**src/rtl/xge_tx_arbiter.sv**
```systemverilog
// ---------------------------------------------------------------------------
// xge_tx_arbiter
//
// Round-robin packet arbiter sharing the single xge_mac pkt_tx_* interface
// between NUM_SRC packet sources. One source is granted per packet and keeps
// the grant until its EOP beat transfers. All MAC-side outputs are registered.
// Lives in the 156.25 MHz core clock domain.
//
// Optional feature (compile-time macro XGE_TX_ARB_PRIO_EN):
//   defined   - source 0 has strict priority. Sources 1..NUM_SRC-1 rotate
//               among themselves, and only their grants move the pointer.
//   undefined - pure round-robin over all sources.
//
// Parameters:
//   NUM_SRC  number of sources (2..8)
//   IDX_W    grant index width, 2**IDX_W >= NUM_SRC
//
// Ports:
//   clk_156m25, reset_156m25   clock, synchronous active-high reset
//   src_data/mod/val/sop/eop   per-source beat bus (source i in slice i)
//   src_rdy                    per-source beat accept (combinational)
//   pkt_tx_full                MAC TX FIFO almost-full
//   pkt_tx_data/mod/val/sop/eop registered beat stream to the MAC
//   arb_busy                   packet in progress
//   arb_grant                  current or last granted source
//   err_proto                  one-cycle pulse on orphan beat or mid-packet SOP
// ---------------------------------------------------------------------------
module xge_tx_arbiter #(
  parameter int NUM_SRC = 4,
  parameter int IDX_W   = 2
) (
  input  logic                  clk_156m25,
  input  logic                  reset_156m25,
  input  logic [NUM_SRC*64-1:0] src_data,
  input  logic [NUM_SRC*3-1:0]  src_mod,
  input  logic [NUM_SRC-1:0]    src_val,
  input  logic [NUM_SRC-1:0]    src_sop,
  input  logic [NUM_SRC-1:0]    src_eop,
  output logic [NUM_SRC-1:0]    src_rdy,
  input  logic                  pkt_tx_full,
  output logic [63:0]           pkt_tx_data,
  output logic [2:0]            pkt_tx_mod,
  output logic                  pkt_tx_val,
  output logic                  pkt_tx_sop,
  output logic                  pkt_tx_eop,
  output logic                  arb_busy,
  output logic [IDX_W-1:0]      arb_grant,
  output logic                  err_proto
);

  typedef enum logic {IDLE, XFER} state_t;

  state_t           state;
  logic [IDX_W-1:0] last;        // round-robin pointer: last source served
  logic             first_beat;  // next transferred beat is the packet's first

  logic [NUM_SRC-1:0] req;       // SOP beat waiting: a request for the MAC
  logic [NUM_SRC-1:0] orphan;    // non-SOP beat while idle: dropped
  logic [NUM_SRC-1:0] rr_req;    // requests taking part in the rotation

  assign req    = src_val & src_sop;
  assign orphan = src_val & ~src_sop;

`ifdef XGE_TX_ARB_PRIO_EN
  // Source 0 is handled ahead of the rotation, so it never enters it.
  assign rr_req = req & ~NUM_SRC'(1);
`else
  assign rr_req = req;
`endif

  // -------------------------------------------------------------------------
  // Winner search: first requester at last+1, last+2, ... (mod NUM_SRC).
  // -------------------------------------------------------------------------
  logic             found;
  logic [IDX_W-1:0] winner;
  logic [IDX_W-1:0] cand;

  always_comb begin
    // NOTE: every variable assigned in a combinational block gets a default
    // first; a path that leaves one unassigned would infer a latch.
    found  = 1'b0;
    winner = '0;
    cand   = '0;
`ifdef XGE_TX_ARB_PRIO_EN
    if (req[0]) begin
      found  = 1'b1;
      winner = '0;
    end
`endif
    for (int k = 1; k <= NUM_SRC; k++) begin
      cand = IDX_W'((int'(last) + k) % NUM_SRC);
      for (int i = 0; i < NUM_SRC; i++) begin
        if (!found && rr_req[i] && cand == IDX_W'(i)) begin
          found  = 1'b1;
          winner = cand;
        end
      end
    end
  end

  // -------------------------------------------------------------------------
  // Granted-source beat mux.
  // -------------------------------------------------------------------------
  logic [63:0] g_data;
  logic [2:0]  g_mod;
  logic        g_val;
  logic        g_sop;
  logic        g_eop;

  always_comb begin
    g_data = '0;
    g_mod  = '0;
    g_val  = 1'b0;
    g_sop  = 1'b0;
    g_eop  = 1'b0;
    for (int i = 0; i < NUM_SRC; i++) begin
      if (arb_grant == IDX_W'(i)) begin
        g_data = src_data[64*i +: 64];
        g_mod  = src_mod[3*i +: 3];
        g_val  = src_val[i];
        g_sop  = src_sop[i];
        g_eop  = src_eop[i];
      end
    end
  end

  // -------------------------------------------------------------------------
  // Beat accept. In IDLE only orphan beats are accepted (and thrown away);
  // request beats wait for XFER. In XFER only the granted source is ready,
  // gated directly by full so no beat is taken while the MAC is almost full.
  // Held low during reset so nothing is consumed in the reset cycle.
  // -------------------------------------------------------------------------
  always_comb begin
    src_rdy = '0;
    if (!reset_156m25) begin
      if (state == IDLE) begin
        src_rdy = orphan;
      end else begin
        for (int i = 0; i < NUM_SRC; i++) begin
          src_rdy[i] = (arb_grant == IDX_W'(i)) & ~pkt_tx_full;
        end
      end
    end
  end

  logic xfer;
  assign xfer = (state == XFER) & g_val & ~pkt_tx_full;

  // -------------------------------------------------------------------------
  // Control FSM and registered MAC outputs.
  // -------------------------------------------------------------------------
  always_ff @(posedge clk_156m25) begin
    // NOTE: state is updated with non-blocking assignments so every register
    // here samples pre-edge values regardless of statement order.
    if (reset_156m25) begin
      state       <= IDLE;
      last        <= IDX_W'(NUM_SRC - 1);
      first_beat  <= 1'b0;
      arb_busy    <= 1'b0;
      arb_grant   <= '0;
      err_proto   <= 1'b0;
      pkt_tx_data <= '0;
      pkt_tx_mod  <= '0;
      pkt_tx_val  <= 1'b0;
      pkt_tx_sop  <= 1'b0;
      pkt_tx_eop  <= 1'b0;
    end else begin
      pkt_tx_val <= xfer;
      // A SOP on anything but the first beat is not passed to the MAC.
      pkt_tx_sop <= xfer & g_sop & first_beat;
      pkt_tx_eop <= xfer & g_eop;
      if (xfer) begin
        pkt_tx_data <= g_data;
        pkt_tx_mod  <= g_mod;
      end
      err_proto <= 1'b0;

      case (state)
        IDLE: begin
          if (|orphan) begin
            err_proto <= 1'b1;
          end
          if (found) begin
            arb_grant  <= winner;
            arb_busy   <= 1'b1;
            first_beat <= 1'b1;
            state      <= XFER;
          end
        end

        XFER: begin
          if (xfer) begin
            first_beat <= 1'b0;
            if (g_sop && !first_beat) begin
              err_proto <= 1'b1;
            end
            if (g_eop) begin
              arb_busy <= 1'b0;
              state    <= IDLE;
`ifdef XGE_TX_ARB_PRIO_EN
              if (arb_grant != '0) begin
                last <= arb_grant;
              end
`else
              last <= arb_grant;
`endif
            end
          end
        end
      endcase
    end
  end

endmodule

```
**config.mk**
```make
export PLATFORM = sky130hd
export DESIGN_NAME = xge_tx_arbiter
export DESIGN_NICKNAME = d
export VERILOG_FILES = /design/src/rtl/xge_tx_arbiter.sv
export SDC_FILE = /design/constraint.sdc
export NUM_CORES = 1
export LEC_CHECK = 0
export ABC_CLOCK_PERIOD_IN_PS = 4250
export BUFFER_PORTS_ARGS = -buffer_cell sky130_fd_sc_hd__buf_2
export CAP_MARGIN = 40
export CORE_AREA = 2 2 139 141
export DETAILED_ROUTE_END_ITERATION = 7
export DIE_AREA = 0 0 141 143
export PLACE_DENSITY_LB_ADDON = 0.1
export SYNTH_ARGS = -nofsm -noshare
export SYNTH_HDL_FRONTEND = slang
export SYNTH_SLANG_ARGS = --single-unit
```
**constraint.sdc**
```tcl
create_clock -name clk_156m25 -period 4.25 [get_ports clk_156m25]
set_input_delay 0.425 -clock clk_156m25 [delete_from_list [all_inputs] [get_ports clk_156m25]]
set_output_delay 0.425 -clock clk_156m25 [all_outputs]
set_load 0.01 [all_outputs]
```
======== Yosys cells after proc, flatten, opt, wreduce, memory -nomap -nowiden ========
Index checks and enable logic that the tools add are counted.
storage, ports and cells
  register bits ........................... 78
  input bits .............................. 283
  output and inout port bits .............. 78
  word-level logic and storage cells ...... 173
operators by class
  add/subtract/negate cells ............... 4
  equality and inequality tests ........... 18
  mux-type cells .......................... 68
  bitwise operators ....................... 14
  reduce and logical (&&, ||, !) cells .... 58
operators with widths
  kind                 number
  $mux 64              4
  $mux 1               38
  $logic_and 1x1->1    32
  $mux 2               16
  $eq 2x2->1 const B   10
  $logic_not 1->1      16
  $mux 3               4
  $eq 2x1->1 const B   5
  $logic_not 2->1      5
  $and 1x1->1          9
  $and 4x4->4          2
  $mux 4               2
  $pmux 1 s2           4
  $reduce_and 3->1     2
  $add 2x1->2 const B  2
  $add 2x2->2 const B  2
  $ne 2x1->1 const B   2
  $not 4->4            1
  $reduce_and 2->1     2
  $reduce_or 4->1      1
  $ne 2x2->1 const B   1
  $not 1->1            2

======== Longest topological paths before layout ========
Gate-level depths: netlist of run 1.
  word-level depth ........................ 66
  gate-level depth with buffers ........... 8
  mapped depth without buffers ............ 7

======== Least setup slack after synthesis of run 1 ========
Ideal clock, no wire load.
  path kind ............................... register to register
  from .................................... register last[0]
  to ...................................... register arb_grant[1]
  setup time .............................. 0.120 ns
  arrival time ............................ 1.884 ns
  data required time ...................... 4.130 ns
  slack ................................... 2.246 ns
  stages on the path, launching flop included .. 8
  path through ............................ dfxtp_1 > inv_1 > ha_1 > and3_1 > or4_4 > nor3_1 > o22ai_1 > o31a_1
between the ends
  longest elaborated chain between the ends .. 65
  elaborated cells between the ends (all ways) .. 99
  those cells by class .................... 4 x add/sub; 12 x eq/ne; 32 x mux; 51 x reduce/logical
RTL lines
  element                          line  source
  start: declaration               54    logic [IDX_W-1:0] last;
  start signal: assignment         157   last <= IDX_W'(NUM_SRC - 1);
  start signal: assignment         205   last <= arb_grant;
  $add 2x1->2                      91    cand = IDX_W'((int'(last) + k) % NUM_SRC);
  $logic_not 2->1                  93    if (!found && rr_req[i] && cand == IDX_W'(i)) begin
  $logic_and 1x1->1                93
  $mux 1                           93
  $logic_not 1->1                  93
  $logic_and 1x1->1 (2 in series)  93
  $mux 1                           93
  $logic_not 1->1                  93
  [... 46 more ...]                -
  $mux 1                           93
  $logic_not 1->1                  93
  $logic_and 1x1->1 (2 in series)  93
  $mux 1                           93
  $logic_not 1->1                  93
  $logic_and 1x1->1 (2 in series)  93
  $mux 1                           93
  $reduce_and 2->1 (no line)       -
  end signal: assignment           184   arb_grant <= winner;
  end: declaration                 47    output logic [IDX_W-1:0] arb_grant,
Several ways; a longest one is shown, not always the timed one.
A chain may end at the register's enable or synchronous reset.

======== Final worst setup path of run 1 ========
  from .................................... register arb_grant[0]
  to ...................................... register last[1]
between the ends
  longest elaborated chain between the ends .. 8
  elaborated cells between the ends (all ways) .. 15
  those cells by class .................... 3 x eq/ne; 8 x mux; 2 x bitwise; 2 x reduce/logical
RTL lines
  element                       line  source
  $logic_not 2->1               117   if (arb_grant == IDX_W'(i)) begin
  $mux 1 (4 in series)          117
  $and 1x1->1 (2 in series)     147   assign xfer = (state == XFER) & g_val & ~pkt_tx_full;
  $reduce_and 3->1 (no line) *  -
Every way passes the cells marked *; elsewhere a longest branch is shown, timed or not.

==> impl_metrics.ini, run 1 <==
[outcome]
outcome = completed

[yosys]
synth_compound_gate_area_share = 0.09759
asyncSetResetFlopFracSynth = 0
syn_nets = 767
count_of_flip_flops_with_a_built_in_enable_after_synthesis = 0
post_synth_mux_area_share = 0.3332
post_synth_xor_area_fraction = 0
syn_avg_cell_area_um2 = 9.939
netlist.area_leader.share = 0.3332
yosysUniqueCellTypes = 37
synth_simple_gate_area_frac = 0.1703
yosys-top-cells-count = nand2_1 (138), dfxtp_1 (78), a21oi_1 (73)
synth-seq-cells = 78
synthAdderAreaFrac = 0.02116
netlist_instances = 476
largest_family_of_logic_cells_by_synthesized_area = multiplexers
dominantRegCellSynth = dfxtp_1
post_synth_instance_area_um2 = 4731
synthMostInstantiatedCell = nand2_1
cell_taking_the_most_area_after_synthesis = mux4_2
synth-seq-area-share = 0.3301
yosys_warnings = 0
synth_area_leaders = mux4_2 (33%), dfxtp_1 (33%), nand2_1 (11%), a21oi_1 (7.7%), ha_1 (2.1%)

[sta]
fin_crit_ns = 2.769
timing.hold.ws_ns = 0.4485
setup_violations = 0
totalNegativeSetupSlack_ns = 0
rsz0062_at_grt = no
slew_headroom = 0.4489
final-max-slew-violation-count = 0
slew_at_the_pin_closest_to_its_max_slew_limit_ns = 0.8266
fmaxAchievable_mhz = 361.2
finClkSkew_ns = 0.007797
finalHoldViolations = 0
final_min_period_over_clock_period = 0.6515

[power_and_ir_drop]
power_per_cell_area_nw_per_um2 = 347.7
reported_leakage_power_uw = 0.003191
totalPowerFinal_uw = 2457
ir_worst_vdd_uv = 171.8

[clock_network]
root_buffer = clkbuf_16
cts_setup_buffers = 0
hold_buffers_post_cts = 0
cts.clk_slew.worst_paths_ns = 0.06
numClockSinks = 78
number_of_buffers_added_by_the_clock_tree_synthesis_step = 9
clk-insertion-delay-late_ns = 0.34
clock_tree.buffer_depth = 2
tritoncts = yes
htree_num_levels = 3
post_cts.resized_instances = 0

[route]
dr.first_iter.drc_count = 174
drt.antenna.violating_nets = 0
drt_pre_antenna_iters = 4
route.detailed.drc = 0
detail_route.vias_per_cell = 4.788
avgRoutedWirePerCell_um = 16.87
routed-via-count = 5042
postRouteWirelength_mm = 17.76

[floorplanning]
design.die.area_um2 = 20160
io-pin-count = 361
core_area_um2 = 18580
start_util = 0.2546
die_x_um = 141
placement_rows = 50
die_height_um = 143

[layout]
num-fill-cells = 1952
multiInputGateArea_um2 = 2945
final_cell_count_no_fill = 1053
post_route_cells_drive_above_1_share = 0.5611
layout.nets = 1105
final_util = 0.3803
layout_overhead_on_the_synthesized_area_pct = 49.38
final-seq-area_um2 = 1569

[job]
max_cap_viol_count = 0

[global_route]
grt_start_max_net_pins = 53
grt_pass1_vias = 5165
overflow = 0
total_track_usage = 0.1696
globalRouteMet2Util = 0.3001
grt_pass1_wl_mm = 26.83
gr-usage-met1 = 0.2004
antenna_found_initial = 2
grt_use_met3 = 0.04125
top_usage_layer = met2

[critical_path]
cp_data_arrival_time_ns = 2.99
worstPathMaxFanout = 41
cp-start-kind = register
timing.critical_path.to_type = register
reg2reg_setup_slack_ns = 1.48
critical_path_required_ns = 4.47
setup_cp_type = register to register

[min_path]
timing.hold.worst.class = register to register

[placement]
routabilityCongestion = 0.8545
detailed_place_hpwl_mm = 14.46
port-buffer-count = 360
place.detailed.instances = 1037
[critical path, stage by stage, from the launching register on]
cell and delay (ns):
dfxtp_4 0.81, buf_4 0.66, mux4_2 0.66, nand2_4 0.12, nor2_1 0.05, a211o_1 0.27
[cell families (layout without fill, tap and decap cells)]
logic type / Yosys count / count (layout)
flops: 78 / 78
other cells: 0 / 1
fa+ha+maj: 8 / 8
buf+inv: 46 / 388
simple gates: 188 / 188
mux: 70 / 70
compound gates: 86 / 86
[registers in the layout (all words and copies together), names as in the netlist]
register and cells:
arb_busy 1, arb_grant 2, err_proto 1, first_beat 1
last 2, pkt_tx_data 64, pkt_tx_eop 1, pkt_tx_mod 3
pkt_tx_sop 1, pkt_tx_val 1, state 1
[stage by stage]
stage	setup WS, ns	instance area, µm²
after CTS	1.412	7064
final	1.481	7067
after global placement	1.509	6680
after detailed placement	1.431	6708
after floorplan	2.246	4731
after global routing	1.183	7064
[per-layer routing]
layer / up-vias / share of wire
met5: - / 0
met4: 0 / 0.018
met3: 22 / 0.069
met2: 202 / 0.52
met1: 2399 / 0.39
li1: 2419 / -
[where the power goes]
group	internal, µW	switching, µW	leakage [µW]
Combinational	386	318	0.00238
Sequential	780	55.5	0.000635
Clock	619	299	0.000175
[area by class of cell]
cell class / count / share of cell area
timing repair buffer: 368 / 0.2663
antenna: 1 / 0.0003541
clock buffer: 12 / 0.03771
clock inverter: 3 / 0.01275
tap: 234 / 0.04143
multi-input combinational: 352 / 0.4168
sequential: 78 / 0.2220
inverter: 5 / 0.002656
[cells in the final DEF (no fill, tap or decap), types with 3 or more instances in the layout]
master and count:
buf_2 360, nand2_1 138, dfxtp_1 76, a21oi_1 73
mux4_2 70, nor2_1 14, nand3_1 13, clkbuf_16 9
ha_1 8, buf_4 7, inv_1 5, and3_1 5
nand2b_1 4, a31oi_1 3, and4_1 3, clkbuf_8 3
bufinv_16 3
[path summary, 6_finish.rpt]
| check | startpoint | to | cells past startpoint |
|---|---|---|---|
| hold / removal | pkt_tx_data[5] | pkt_tx_data[5] | 2 |
| hold reg to reg | pkt_tx_data[5] | pkt_tx_data[5] | 2 |
| setup / recovery | arb_grant[0] | last[1] | 5 |
| setup reg to reg | arb_grant[0] | last[1] | 5 |
Power figures use the tool's default switching activity.
==> run 2, diff against run 1 <==
--- a/config.mk
+++ b/config.mk
@@ -5,12 +5,13 @@
 export SDC_FILE = /design/constraint.sdc
 export NUM_CORES = 1
 export LEC_CHECK = 0
-export ABC_CLOCK_PERIOD_IN_PS = 4250
+export ABC_AREA = 1
+export ABC_CLOCK_PERIOD_IN_PS = 2280
 export BUFFER_PORTS_ARGS = -buffer_cell sky130_fd_sc_hd__buf_2
 export CAP_MARGIN = 40
-export CORE_AREA = 2 2 139 141
+export CORE_AREA = 2 2 142 144
 export DETAILED_ROUTE_END_ITERATION = 7
-export DIE_AREA = 0 0 141 143
+export DIE_AREA = 0 0 144 146
 export PLACE_DENSITY_LB_ADDON = 0.1
 export SYNTH_ARGS = -nofsm -noshare
 export SYNTH_HDL_FRONTEND = slang
==> constraint.sdc (replaced) <==
create_clock -name clk_156m25 -period 2.28 [get_ports clk_156m25]
set_input_delay 0.228 -clock clk_156m25 [delete_from_list [all_inputs] [get_ports clk_156m25]]
set_output_delay 0.228 -clock clk_156m25 [all_outputs]
set_load 0.01 [all_outputs]
==> run 2 against run 1 <==
Net effect:
- via count is 24% higher
- cell count is 25% higher
- setup slack worse by 1.2 ns
- critical path type is now register to primary output
- die area is 4.3% higher
- worst hold slack worse by 0.28 ns
- core utilization is 1.5 points lower
- combinational power is 130% higher
- area after synthesis is 0.87% lower
- total power is 96% higher
- largest cell class unchanged
==> impl_metrics.ini, run 2 <==
[sta]
totalNegativeSetupSlack_ns = 0
finClkSkew_ns = 0.004072
fin_crit_ns = 1.979
rsz0062_at_grt = no
setup_violations = 0
final-max-slew-violation-count = 0
finalHoldViolations = 0
slew_at_the_pin_closest_to_its_max_slew_limit_ns = 0.6761
fmaxAchievable_mhz = 505.4
slew_headroom = 0.5493
final_min_period_over_clock_period = 0.8679

[global_route]
grt_pass1_vias = 6058
total_track_usage = 0.1878
overflow = 0
antenna_found_initial = 0
grt_pass1_wl_mm = 31.13
grt_start_max_net_pins = 57

[critical_path]
cp-start-kind = register
timing.rr.start = last[0]
regToRegEndpoint = arb_grant[1]
critical_path_required_ns = 2.05
reg2reg_setup_slack_ns = 0.31
timing.critical_path.to_type = primary output
worstPathMaxFanout = 41
cp_data_arrival_time_ns = 1.75
worstRegToRegCells = 12
setup_cp_type = register to primary output

[yosys]
netlist_instances = 720
post_synth_instance_area_um2 = 4689
count_of_flip_flops_with_a_built_in_enable_after_synthesis = 0
syn_avg_cell_area_um2 = 6.513
synth-seq-cells = 78
yosys-top-cells-count = nand3_1 (203), nand2_1 (170), dfxtp_1 (78)
yosysUniqueCellTypes = 27
synth-seq-area-share = 0.3330
netlist.area_leader.share = 0.3330
asyncSetResetFlopFracSynth = 0
cell_taking_the_most_area_after_synthesis = dfxtp_1
syn_nets = 1011
yosys_warnings = 0
synth_area_leaders = dfxtp_1 (33%), nand3_1 (22%), nand2_1 (14%), a21oi_1 (6.5%), o21ai_0 (5.4%)
synthMostInstantiatedCell = nand3_1
dominantRegCellSynth = dfxtp_1

[clock_network]
clk-insertion-delay-late_ns = 0.33
cts.clk_slew.worst_paths_ns = 0.06
hold_buffers_post_cts = 0
cts_setup_buffers = 0
htree_num_levels = 3
numClockSinks = 78
root_buffer = clkbuf_16
number_of_buffers_added_by_the_clock_tree_synthesis_step = 9
tritoncts = yes
clock_tree.buffer_depth = 2

[layout]
layout.nets = 1343
layout_overhead_on_the_synthesized_area_pct = 50.61
final_cell_mix = buf_2 (360), nand3_1 (203), nand2_1 (170), dfxtp_1 (77), a21oi_1 (61)
layout_commonest_cell = buf_2
final_cell_count_no_fill = 1321
largest_reg_flops = 64
post_route_cells_drive_above_1_share = 0.3949
largest-register = pkt_tx_data
biggestRegsByFlops = pkt_tx_data (64), pkt_tx_mod (3)
antenna-diode-count = 0
final_util = 0.3653
num-fill-cells = 2214

[route]
avgRoutedWirePerCell_um = 15.69
dr.first_iter.drc_count = 250
postRouteWirelength_mm = 20.72
route.detailed.drc = 0
drt_pre_antenna_iters = 4
detail_route.vias_per_cell = 4.734
routed-via-count = 6254
drt.antenna.violating_nets = 0

[floorplanning]
core_area_um2 = 19330
start_util = 0.2425
io-pin-count = 361
placement_rows = 51
die_height_um = 146
design.die.area_um2 = 21020
die_x_um = 144

[min_path]
hp-start = src_data[200]
timing.hold.worst.class = primary input to register
min_delay_worst_endpoint = pkt_tx_data[8]
min_delay_path_depth = 3

[power_and_ir_drop]
ir_worst_vdd_uv = 355.4
power_per_cell_area_nw_per_um2 = 682.8
reported_leakage_power_uw = 0.003648

[placement]
place.detailed.instances = 1306
port-buffer-count = 360
detailed_place_hpwl_mm = 15.82
routabilityCongestion = 0.8041

[outcome]
outcome = completed

[job]
max_cap_viol_count = 0
## run 2: cell types whose count changed in the layout (fill, tap and decap cells not counted), moves of 4 or more
| cell | before | now |
|---|---|---|
| nand3_1 | 13 | 203 |
| mux4_2 | 70 | 0 |
| o21ai_0 | 1 | 51 |
| nand2_1 | 138 | 170 |
| a221oi_1 | 1 | 16 |
| a21oi_1 | 73 | 61 |
| inv_1 | 5 | 16 |
| o21ai_2 | 0 | 11 |
| buf_4 | 7 | 16 |
| o21ai_1 | 1 | 9 |
| inv_2 | 0 | 7 |
| and3_1 | 5 | 0 |
| nand2b_1 | 4 | 0 |
## run 2: logic make-up after synthesis
logic type	Yosys count	share of synthesized area
AND/OR/NAND/NOR	397	0.3789
AO/OA/AOI/OAI	155	0.1894
buffers and inverters	82	0.07737
flip-flops	78	0.3330
adder cells (fa/ha/maj)	8	0.02135
## run 2: through the flow
step	area, µm²	total power (µW)	setup WS [ns]	hold WS (ns)
after global placement	6721	3251	0.3623	0.4563
after CTS	7059	4911	0.1488	0.1555
after global routing	7063	5169	0.01067	0.1591
after detailed placement	6721	3234	0.3116	0.4596
after floorplan	4690	2531	0.4995	0.3001
final	7063	4823	0.3013	0.1723
## run 2: worst max path at each step
| stage | from | to | slack (ns) | depth (start not counted) |
|---|---|---|---|---|
| 3_5_place_dp | last[0] | arb_grant[1] | 0.31 | 12 |
| 6_report | arb_grant[0] | src_rdy[3] | 0.30 | 7 |
| 5_1_grt | last[0] | arb_grant[0] | 0.01 | 12 |
| 3_3_place_gp | last[0] | arb_grant[1] | 0.36 | 12 |
| 4_1_cts | arb_grant[0] | src_rdy[3] | 0.15 | 7 |
| 2_1_floorplan | last[0] | arb_grant[1] | 0.50 | 12 |
## run 2: report_power, final
group / switching (µW) / leakage [µW] / internal, µW
registers: 59.2 / 0.000634 / 1470
clock network: 560 / 0.000166 / 1090
logic: 1000 / 0.00285 / 643
total: 1620 / 0.00365 / 3200
## run 2: critical path, cell delays in order (launching register included)
cell     delay (ns)
dfxtp_2        0.34
buf_4          0.22
nand2_2        0.10
inv_2          0.10
buf_6          0.30
nand2_1        0.09
a21oi_1        0.12
buf_2          0.14
## run 2: repair_timing
item	CTS	global route
endpoints found under the setup margin	0	1
endpoints found under the hold margin	0	0
gates resized for setup	0	1
## run 2: layout make-up
cell class                      instances  area, µm²  share of cell area
Multi-Input combinational cell        560       2765              0.3915
Clock buffer                           11      242.7             0.03437
Clock inverter                          4      95.09             0.01346
Sequential cell                        78       1563              0.2213
Inverter                               24      92.59             0.01311
Tap cell                              265      331.6             0.04694
Timing Repair Buffer                  379       1973              0.2794
## run 2: layer usage
metal | global-route usage | routed length (µm)
met1 | 0.2157 | 8614
met2 | 0.3426 | 10210
met3 | 0.04508 | 1448
met4 | 0.05196 | 448
met5 | 0 | 0
==> run 3, diff against run 2 <==
--- a/config.mk
+++ b/config.mk
@@ -12,7 +12,7 @@
 export CORE_AREA = 2 2 142 144
 export DETAILED_ROUTE_END_ITERATION = 7
 export DIE_AREA = 0 0 144 146
-export PLACE_DENSITY_LB_ADDON = 0.1
+export PLACE_DENSITY = 0.6
 export SYNTH_ARGS = -nofsm -noshare
 export SYNTH_HDL_FRONTEND = slang
 export SYNTH_SLANG_ARGS = --single-unit
==> run 3 against run 2 <==
Net effect:
- core utilization decreased by 0.097 points
- maximum frequency fell by 2.2%
- sequential share of layout area increased by 0.059 points
- non-clock buffer count shrank 5
- count of clock-buffer cells in the layout shrank 1
- register-to-register slack got worse by 0.05 ns
- worst hold slack worse by 0.014 ns
- global-route usage decreased by 1.1 points
- clock power down 3%
- flip-flop and latch count is the same
- critical path type is now register to register
- largest power group is now combinational logic
==> impl_metrics.ini, run 3 (synthesis gave the netlist of run 2 again) <==
[sta]
fmaxAchievable_mhz = 494.3
finClkSkew_ns = 0.01044
totalNegativeSetupSlack_ns = 0
setup_violations = 0
final_min_period_over_clock_period = 0.8873
rsz0062_at_grt = no
timing.hold.ws_ns = 0.1579
final-max-slew-violation-count = 0
slew_headroom = 0.5893
fin_crit_ns = 2.023
finalHoldViolations = 0
slew_at_the_pin_closest_to_its_max_slew_limit_ns = 0.6152

[floorplanning]
core_area_um2 = 19330
io-pin-count = 361
die_x_um = 144
design.die.area_um2 = 21020
placement_rows = 51
start_util = 0.2425
die_height_um = 146

[critical_path]
cp_endpoint = arb_grant[1]
setup_cp_type = register to register
critical_path.startpoint = last[0]
cp.depth = 12
critical_path_required_ns = 2.49
worstPathMaxFanout = 7
critical_path.slowest_cell = dfxtp_1
timing.critical_path.to_type = register
worstRegToRegCells = 12
timing.rr.start = last[0]
reg2reg_setup_slack_ns = 0.26
critical_path_buf_inv_count = 1
cp-start-kind = register
regToRegEndpoint = arb_grant[1]
cp_slowest_stage_delay_ns = 0.47
cell_family_with_the_largest_share_of_critical_path_delay = simple AND/OR/NAND/NOR gates
critical-path-top-cell-by-count = nand2_1
path_cells = inv_1, ha_1, nand3_1, nand2_1, nor2_2, nand2_1, nor2_1, nand3_1, nand2_1, nor2_1, nand2_1, a21oi_1
cp_data_arrival_time_ns = 2.24

[clock_network]
tritoncts = yes
clk-insertion-delay-late_ns = 0.34
root_buffer = clkbuf_16
cts.clk_slew.worst_paths_ns = 0.06
clock_tree.buffer_depth = 2
number_of_buffers_added_by_the_clock_tree_synthesis_step = 9
htree_num_levels = 3
numClockSinks = 78

[power_and_ir_drop]
ir_worst_vdd_uv = 368.9
power.switching_fraction = 0.3465
pwr-share-comb = 0.340
reported_leakage_power_uw = 0.003628
p_seq_frac = 0.322
cell_internal_pwr_uw = 3104
clock_power_share = 0.337
power_per_cell_area_nw_per_um2 = 674.3
power.switching_uw = 1646

[outcome]
outcome = completed

[route]
avgRoutedWirePerCell_um = 15.07
route.detailed.drc = 0
routed-via-count = 6380
drt_pre_antenna_iters = 7
detail_route.vias_per_cell = 4.844
postRouteWirelength_mm = 19.85
dr.first_iter.drc_count = 290
drt.antenna.violating_nets = 0

[min_path]
timing.hold.worst.class = primary input to register

[layout]
antenna-diode-count = 0
final_cell_mix = buf_2 (360), nand3_1 (203), nand2_1 (170), dfxtp_1 (77), a21oi_1 (61)
num-fill-cells = 2158
post_route_cells_drive_above_1_share = 0.3945
final_design_area_no_fill_um2 = 7044
largest-register = pkt_tx_data
largest_reg_flops = 64
layout.nets = 1338
biggestRegsByFlops = pkt_tx_data (64), pkt_tx_mod (3)
layout_commonest_cell = buf_2
layout_overhead_on_the_synthesized_area_pct = 50.21

[global_route]
overflow = 0
antenna_found_initial = 0
grt_start_max_net_pins = 72
total_track_usage = 0.1768
grt_pass1_vias = 5898
grt_pass1_wl_mm = 29.58

[placement]
detailed_place_hpwl_mm = 14.76
routabilityCongestion = 0.8577
detailed_place.area_um2 = 6709
port-buffer-count = 360

[job]
max_cap_viol_count = 0
## run 3: repair_timing
| item | 4_1_cts | 5_1_grt |
|---|---|---|
| endpoints found under the setup margin | 0 | 2 |
| endpoints found under the hold margin | 0 | 0 |
| hold buffers | 0 | 0 |
| resized for setup | 0 | 1 |
| setup buffers | 0 | 0 |
## run 3: area by class of cell
| cell class | instances | area [µm²] | share of cell area |
|---|---|---|---|
| Clock buffer | 10 | 239.0 | 0.03393 |
| Timing Repair Buffer | 374 | 1957 | 0.2778 |
| Sequential cell | 78 | 1563 | 0.2218 |
| Clock inverter | 6 | 93.84 | 0.01332 |
| Multi-Input combinational cell | 560 | 2768 | 0.3929 |
| Inverter | 24 | 92.59 | 0.01314 |
| Tap cell | 265 | 331.6 | 0.04707 |
## run 3: power by group through the flow
stage / logic, µW / clock network [µW] / registers (µW)
floorplan: 933 / 0 / 1600
global placement: 1630 / 0 / 1560
detailed placement: 1620 / 0 / 1560
CTS: 1630 / 1670 / 1530
global route: 1800 / 1700 / 1540
finish: 1620 / 1600 / 1530
## run 3: worst min path at each step
stage	start	end	slack [ns]	cells past startpoint
2_1_floorplan	reset_156m25	pkt_tx_val	0.30	1
3_3_place_gp	state	state	0.45	2
3_5_place_dp	state	state	0.46	2
4_1_cts	src_data[194]	pkt_tx_data[2]	0.14	3
5_1_grt	src_data[200]	pkt_tx_data[8]	0.16	3
6_report	src_data[194]	pkt_tx_data[2]	0.16	3
## run 3: per-stage QoR
step	worst slack, ns	cells	total power [µW]	utilization
2_1_floorplan	0.4995	720	2531	-
3_3_place_gp	0.2766	1301	3183	0.3470
3_5_place_dp	0.2341	1301	3185	0.3470
4_1_cts	0.2135	1317	4831	0.3642
5_1_grt	0.03618	1317	5052	0.3643
6_report	0.2571	1317	4750	0.3643
## run 3: routing by layer
| metal | routed length (µm) | share of wire | track usage | vias to the layer above |
|---|---|---|---|---|
| met3 | 1551 | 0.078 | 0.03554 | 26 |
| met4 | 362 | 0.018 | 0.05882 | 0 |
| met5 | 0 | 0 | 0 | - |
| met2 | 10050 | 0.51 | 0.3293 | 274 |
| li1 | - | - | - | 3155 |
| met1 | 7887 | 0.40 | 0.1977 | 2925 |
## run 3: tightest hold or removal path: stages
cell,delay [ns]
buf_2,0.07
a21oi_1,0.05
o21ai_1,0.11
